[src/rtl/keypad_pkg.sv]
// keypad_pkg: shared definitions for the 4x4 calculator keypad scanner.
//   - scan_state_e : scanner FSM encoding
//   - N_ROWS/N_COLS: matrix geometry
//   - col_onehot   : column index -> one-hot column drive
//   - low_row      : lowest active row index (R1 has priority)
//   - key_sym      : key index (row*4+col) -> ASCII symbol for the calculator
package keypad_pkg;

    localparam int N_ROWS = 4;
    localparam int N_COLS = 4;

    typedef enum logic [1:0] {
        SCAN     = 2'd0,
        DEBOUNCE = 2'd1,
        HOLD     = 2'd2
    } scan_state_e;

    function automatic logic [N_COLS-1:0] col_onehot(input logic [1:0] col);
        logic [N_COLS-1:0] oh;
        oh = '0;
        oh[col] = 1'b1;
        return oh;
    endfunction

    // Lowest set bit wins, so R1 beats R2 beats R3 beats R4.
    function automatic logic [1:0] low_row(input logic [N_ROWS-1:0] rows);
        logic [1:0] r;
        r = 2'd0;
        for (int i = N_ROWS - 1; i >= 0; i--) begin
            if (rows[i]) r = 2'(i);
        end
        return r;
    endfunction

    // Keypad legend, row-major:
    //   1 2 3 +
    //   4 5 6 -
    //   7 8 9 *
    //   C 0 = /
    function automatic logic [7:0] key_sym(input logic [3:0] idx);
        logic [7:0] s;
        case (idx)
            4'd0:  s = "1";
            4'd1:  s = "2";
            4'd2:  s = "3";
            4'd3:  s = "+";
            4'd4:  s = "4";
            4'd5:  s = "5";
            4'd6:  s = "6";
            4'd7:  s = "-";
            4'd8:  s = "7";
            4'd9:  s = "8";
            4'd10: s = "9";
            4'd11: s = "*";
            4'd12: s = "C";
            4'd13: s = "0";
            4'd14: s = "=";
            default: s = "/";
        endcase
        return s;
    endfunction

endpackage

[src/rtl/row_sync.sv]
// row_sync: W-bit two-flop synchroniser for the asynchronous keypad rows.
//   Clk     : system clock
//   Reset_n : async active-low clear of both flop stages
//   d       : raw asynchronous rows
//   q       : synchronised rows (two clocks of latency)
module row_sync #(
    parameter int W = 4
) (
    input  logic         Clk,
    input  logic         Reset_n,
    input  logic [W-1:0] d,
    output logic [W-1:0] q
);

    logic [W-1:0] s1;

    always_ff @(posedge Clk or negedge Reset_n) begin
        if (!Reset_n) begin
            s1 <= '0;
            q  <= '0;
        end else begin
            s1 <= d;
            q  <= s1;
        end
    end

endmodule

[src/rtl/keypad_scanner.sv]
// keypad_scanner: column-drive scanner, debouncer and encoder for the 4x4
// calculator keypad.
//   Clk, Reset_n   : clock, async active-low reset
//   enable         : scanning allowed; low parks the scanner with columns off
//   R1..R4         : row returns (active-high, asynchronous)
//   C[3:0]         : one-hot column drive (registered)
//   keyCode[3:0]   : row*4+col of the last accepted key
//   keyValid       : one-cycle strobe when keyCode updates
//   keyHeld        : accepted key not yet released (release debounced)
module keypad_scanner
    import keypad_pkg::*;
#(
    parameter int SCAN_DIV     = 4,
    parameter int DEBOUNCE_CNT = 8,
    parameter int CNT_W        = 8
) (
    input  logic       Clk,
    input  logic       Reset_n,
    input  logic       enable,
    input  logic       R1,
    input  logic       R2,
    input  logic       R3,
    input  logic       R4,
    output logic [3:0] C,
    output logic [3:0] keyCode,
    output logic       keyValid,
    output logic       keyHeld
);

    localparam logic [CNT_W-1:0] SLOT_LAST = CNT_W'(SCAN_DIV - 1);
    // The sample that triggers the transition is itself one of the
    // DEBOUNCE_CNT, so the decision is taken when count == DEBOUNCE_CNT-1.
    localparam logic [CNT_W-1:0] DB_LAST   = CNT_W'(DEBOUNCE_CNT - 1);

    logic [N_ROWS-1:0] rs;

    row_sync #(.W(N_ROWS)) u_row_sync (
        .Clk     (Clk),
        .Reset_n (Reset_n),
        .d       ({R4, R3, R2, R1}),
        .q       (rs)
    );

    scan_state_e      state_q, state_d;
    logic [1:0]       col_q, col_d;
    logic [1:0]       row_q, row_d;
    logic [CNT_W-1:0] cnt_q, cnt_d;
    logic             held_d;
    logic             accept;
    logic             en_q;
    logic [3:0]       c_q;
    logic [3:0]       code_q;
    logic             valid_q;
    logic             held_q;

    always_comb begin
        state_d = state_q;
        col_d   = col_q;
        row_d   = row_q;
        cnt_d   = cnt_q;
        held_d  = held_q;
        accept  = 1'b0;
        if (!enable) begin
            state_d = SCAN;
            col_d   = 2'd0;
            cnt_d   = '0;
            held_d  = 1'b0;
        end else begin
            case (state_q)
                SCAN: begin
                    // en_q low means columns were off last cycle; the slot
                    // timer starts only once column 0 is actually driven.
                    if (en_q) begin
                        if (cnt_q >= SLOT_LAST) begin
                            if (rs == '0) begin
                                col_d = col_q + 2'd1;
                                cnt_d = '0;
                            end else begin
                                row_d   = low_row(rs);
                                state_d = DEBOUNCE;
                                cnt_d   = CNT_W'(1);
                            end
                        end else begin
                            cnt_d = cnt_q + CNT_W'(1);
                        end
                    end
                end
                DEBOUNCE: begin
                    if (rs[row_q]) begin
                        if (cnt_q >= DB_LAST) begin
                            accept  = 1'b1;
                            state_d = HOLD;
                            cnt_d   = '0;
                            held_d  = 1'b1;
                        end else begin
                            cnt_d = cnt_q + CNT_W'(1);
                        end
                    end else begin
                        state_d = SCAN;
                        col_d   = col_q + 2'd1;
                        cnt_d   = '0;
                    end
                end
                HOLD: begin
                    // Any row activity (this key or another) restarts the
                    // release count, so bounces cannot re-trigger.
                    if (rs != '0) begin
                        cnt_d = '0;
                    end else if (cnt_q >= DB_LAST) begin
                        state_d = SCAN;
                        col_d   = 2'd0;
                        cnt_d   = '0;
                        held_d  = 1'b0;
                    end else begin
                        cnt_d = cnt_q + CNT_W'(1);
                    end
                end
                default: begin
                    state_d = SCAN;
                    col_d   = 2'd0;
                    cnt_d   = '0;
                    held_d  = 1'b0;
                end
            endcase
        end
    end

    always_ff @(posedge Clk or negedge Reset_n) begin
        if (!Reset_n) begin
            state_q <= SCAN;
            col_q   <= 2'd0;
            row_q   <= 2'd0;
            cnt_q   <= '0;
            en_q    <= 1'b1;
            c_q     <= 4'b0001;
            code_q  <= 4'd0;
            valid_q <= 1'b0;
            held_q  <= 1'b0;
        end else begin
            state_q <= state_d;
            col_q   <= col_d;
            row_q   <= row_d;
            cnt_q   <= cnt_d;
            en_q    <= enable;
            // Column drive is registered from the next column so it changes
            // in the same cycle as the FSM and stays glitch-free.
            c_q     <= enable ? col_onehot(col_d) : 4'b0000;
            valid_q <= accept;
            held_q  <= held_d;
            if (accept) code_q <= {row_q, col_q};
        end
    end

    assign C        = c_q;
    assign keyCode  = code_q;
    assign keyValid = valid_q;
    assign keyHeld  = held_q;

endmodule

[config.mk]
export PLATFORM = sky130hd
export DESIGN_NAME = keypad_scanner
export DESIGN_NICKNAME = d
export VERILOG_FILES = /design/src/rtl/keypad_pkg.sv /design/src/rtl/row_sync.sv /design/src/rtl/keypad_scanner.sv
export SDC_FILE = /design/constraint.sdc
export NUM_CORES = 1
export LEC_CHECK = 0
export ABC_CLOCK_PERIOD_IN_PS = 3300
export CORE_ASPECT_RATIO = 1.75
export CORE_UTILIZATION = 59
export CTS_CLUSTER_DIAMETER = 120
export DETAILED_ROUTE_END_ITERATION = 7
export GPL_ROUTABILITY_DRIVEN = 0
export HOLD_SLACK_MARGIN = 0.1
export PLACE_DENSITY = 0.83
export SLEW_MARGIN = 20
export SYNTH_ARGS = -nofsm -noshare
export SYNTH_HDL_FRONTEND = slang
export SYNTH_HIERARCHICAL = 1
export SYNTH_SLANG_ARGS = --single-unit
export TNS_END_PERCENT = 1
[constraint.sdc]
create_clock -name Clk -period 3.3 [get_ports Clk]
set_input_delay 0.33 -clock Clk [delete_from_list [all_inputs] [get_ports Clk]]
set_output_delay 0.33 -clock Clk [all_outputs]
set_load 0.005 [all_outputs]
==> flow_summary.ini <==
[cts]
cts-buffers-inserted = 5
clockRootBuffer = clkbuf_8
clock-sinks = 33
cts_tree = built
cts_resized = 0
clk_pin_slew_ns = 0.07
post_cts_buffers = 0
postCtsHoldBufs = 0
cts_buffer_depth = 2
insertion_delay_ns = 0.29
h-tree-depth = 2

[power]
peakVddDrop_mv = 0.440
power_leakage_nw = 0.776
power.density_nw_per_um2 = 445

[setup_path]
cp-end-kind = flip-flop
path_cells = ha_1, a211oi_1, nand2_1, a21oi_1, o21ai_0, and3_1, nor3b_1
worst-path-buf-inv = 0
cp.required_ns = 3.49
critPathKind = flip-flop to flip-flop
cp_max_fo = 7
r2r_slack_ns = 1.19
cp_slowest_stage_delay_ns = 0.42
slowest_stage = dfrtp_1
cp.arrival_ns = 2.30
path_delay_family = compound AO/OA/AOI/OAI gates
cp-start-kind = flip-flop

[sta]
fin_hold_ws_ns = 0.354
max_freq_mhz = 475
setup_violations = 0
tns_ns = 0
worst_slew_pin_slew_ns = 0.400
grt_setup_unrepaired = false
min_period_ns = 2.11
slew_headroom_pct = 73.4
hold_viol_final = 0
finalCritPeriodShare_pct = 63.8
layout_setup_ws_ns = 1.19
clock_skew_ns = 0.00587
drv_slew = 0

[routing]
drc = 0
wire_per_inst_microns = 15.5
drt_iter0_markers = 40
ant_nets = 0
wl_microns = 2990
drt_pass1_iterations = 4
avgViaCountPerCell = 6.08
vias = 1174

[synth]
synth_area_sq_um = 1520
synth_top_cell_area_share_pct = 51.2
synthArstFlopShare_pct = 100
avgSynthCellArea_sq_um = 10.4
yosysWarningCount = 6
syn-num-nets = 154
synth.ff_latch_count = 33
synthTopCellsByArea = dfrtp_1, nand2_1, nor2_1
synth.distinct_cells = 44
netlist_instances = 146
synth_flop_cell = dfrtp_1
yosys.area.top_type = dfrtp_1
synth-edff-count = 0
synth-seq-area-share_pct = 54.7

[global_routing]
grt.overflow.total = 0
grtUsageMet2_pct = 45.0
grt_start_max_net_pins = 34
grt_pass1_wl_microns = 5030
top_usage_layer = met2
grt_pass1_vias = 1172
grt_usage_pct = 26.7
grt_use_met1_pct = 28.3
antenna_found_initial = 0
grt_use_met3_pct = 8.04

[worst_hold_path]
worstHoldPathType = flip-flop to flip-flop

[cells_and_area]
mostFrequentLayoutCells = dfrtp_1, nand2_1, nor2_1
layout-drive-gt1-share_pct = 11.4
antenna_cells = 0
nets = 174
final_cells = 193
stdcell_area_sq_um = 1780
layout_commonest_cell = dfrtp_1
area_growth_pct = 17.8

[flow_run]
maxCapViolCount = 0

[die]
core-area_sq_um = 2460
fp-row-count = 24
die_area_sq_um = 2780
ios = 17
start_util_pct = 61.5
fp.dieH_microns = 69.0
die_w_microns = 40.3

[place]
pre_cts_ws_ns = 1.25
placed_cell_area_sq_um = 1700
place_hpwl_microns = 2210
placed_cells = 185
portBuffers = 16

[run_status]
status = complete, no violations
-- flip-flops by register name, summed over array words and instances (netlist names) --
signal,cells
row_q,2
state_q,2
u_row_sync/s1,4
col_q,2
cnt_q,8
u_row_sync/q,4
keyValid,1
C,4
keyCode,4
en_q,1
keyHeld,1
-- power breakdown --
part	switching [mW]	internal, mW
sequential	0.0178	0.419
combinational	0.0337	0.0333
clock	0.145	0.145
total	0.196	0.598
-- cell usage after synthesis (2+ instances only) --
cell type,count
dfrtp_1,31
nand2_1,21
nor2_1,21
a21oi_1,5
nand3_1,5
and2_1,4
and3_1,4
o21ai_0,4
a31oi_1,3
nand2b_1,3
nor2b_1,3
a211oi_1,2
a22oi_1,2
a41oi_1,2
buf_2,2
clkbuf_1,2
dfstp_2,2
inv_1,2
nor3_1,2
nor3b_1,2
-- through the flow --
| stage | total power, mW | util, % |
|---|---|---|
| floorplan | 0.483 | - |
| global placement | 0.508 | 69.0 |
| detailed placement | 0.512 | 69.0 |
| CTS | 0.804 | 72.5 |
| global route | 0.827 | 72.5 |
| finish | 0.794 | 72.5 |
-- cells by family (layout without fill, tap and decap cells) --
kind of cell,Yosys count,after routing,share of synthesized area [%]
xor gates and xnor gates,1,1,0.578
muxes,3,3,2.89
DFF,33,33,54.7
buffers and inverters,6,27,1.65
and+or+nand+nor,76,76,26.9
adders and majority gates,1,1,0.826
AOI/OAI and AO/OA,26,26,12.5
-- layout make-up --
class | instances | area, sq um
sequential | 33 | 828
inverter | 2 | 7.51
fill | 177 | 678
clock inverter | 3 | 17.5
clock buffer | 5 | 68.8
tap | 26 | 32.5
timing repair buffer | 17 | 168
multi-input combinational | 107 | 662
-- worst register-to-register path, cell delays in order, from the launching register on --
cell and delay, ns:
dfrtp_1 0.42, ha_1 0.30, a211oi_1 0.32, nand2_1 0.15, a21oi_1 0.27, o21ai_0 0.13
and3_1 0.21, nor3b_1 0.22
-- routing by layer --
metal  part of all wire, %  up-vias
li1                      -      561
met1                    36      583
met2                    58       25
met3                   3.6        5
met4                   2.3        0
met5                     0        -
-- path summary, 6_finish.rpt --
| check | startpoint | endpoint | cells after the start |
|---|---|---|---|
| max reg2reg | cnt_q[0] | C[1] | 7 |
| min | u_row_sync/s1[0] | u_row_sync/q[0] | 0 |
| min in group asynchronous | Reset_n | cnt_q[3] | 2 |
| min reg2reg | u_row_sync/s1[0] | u_row_sync/q[0] | 0 |
| max in group asynchronous | Reset_n | C[0] | 2 |
| max | cnt_q[0] | C[1] | 7 |
(Power assumes the default switching activity.)
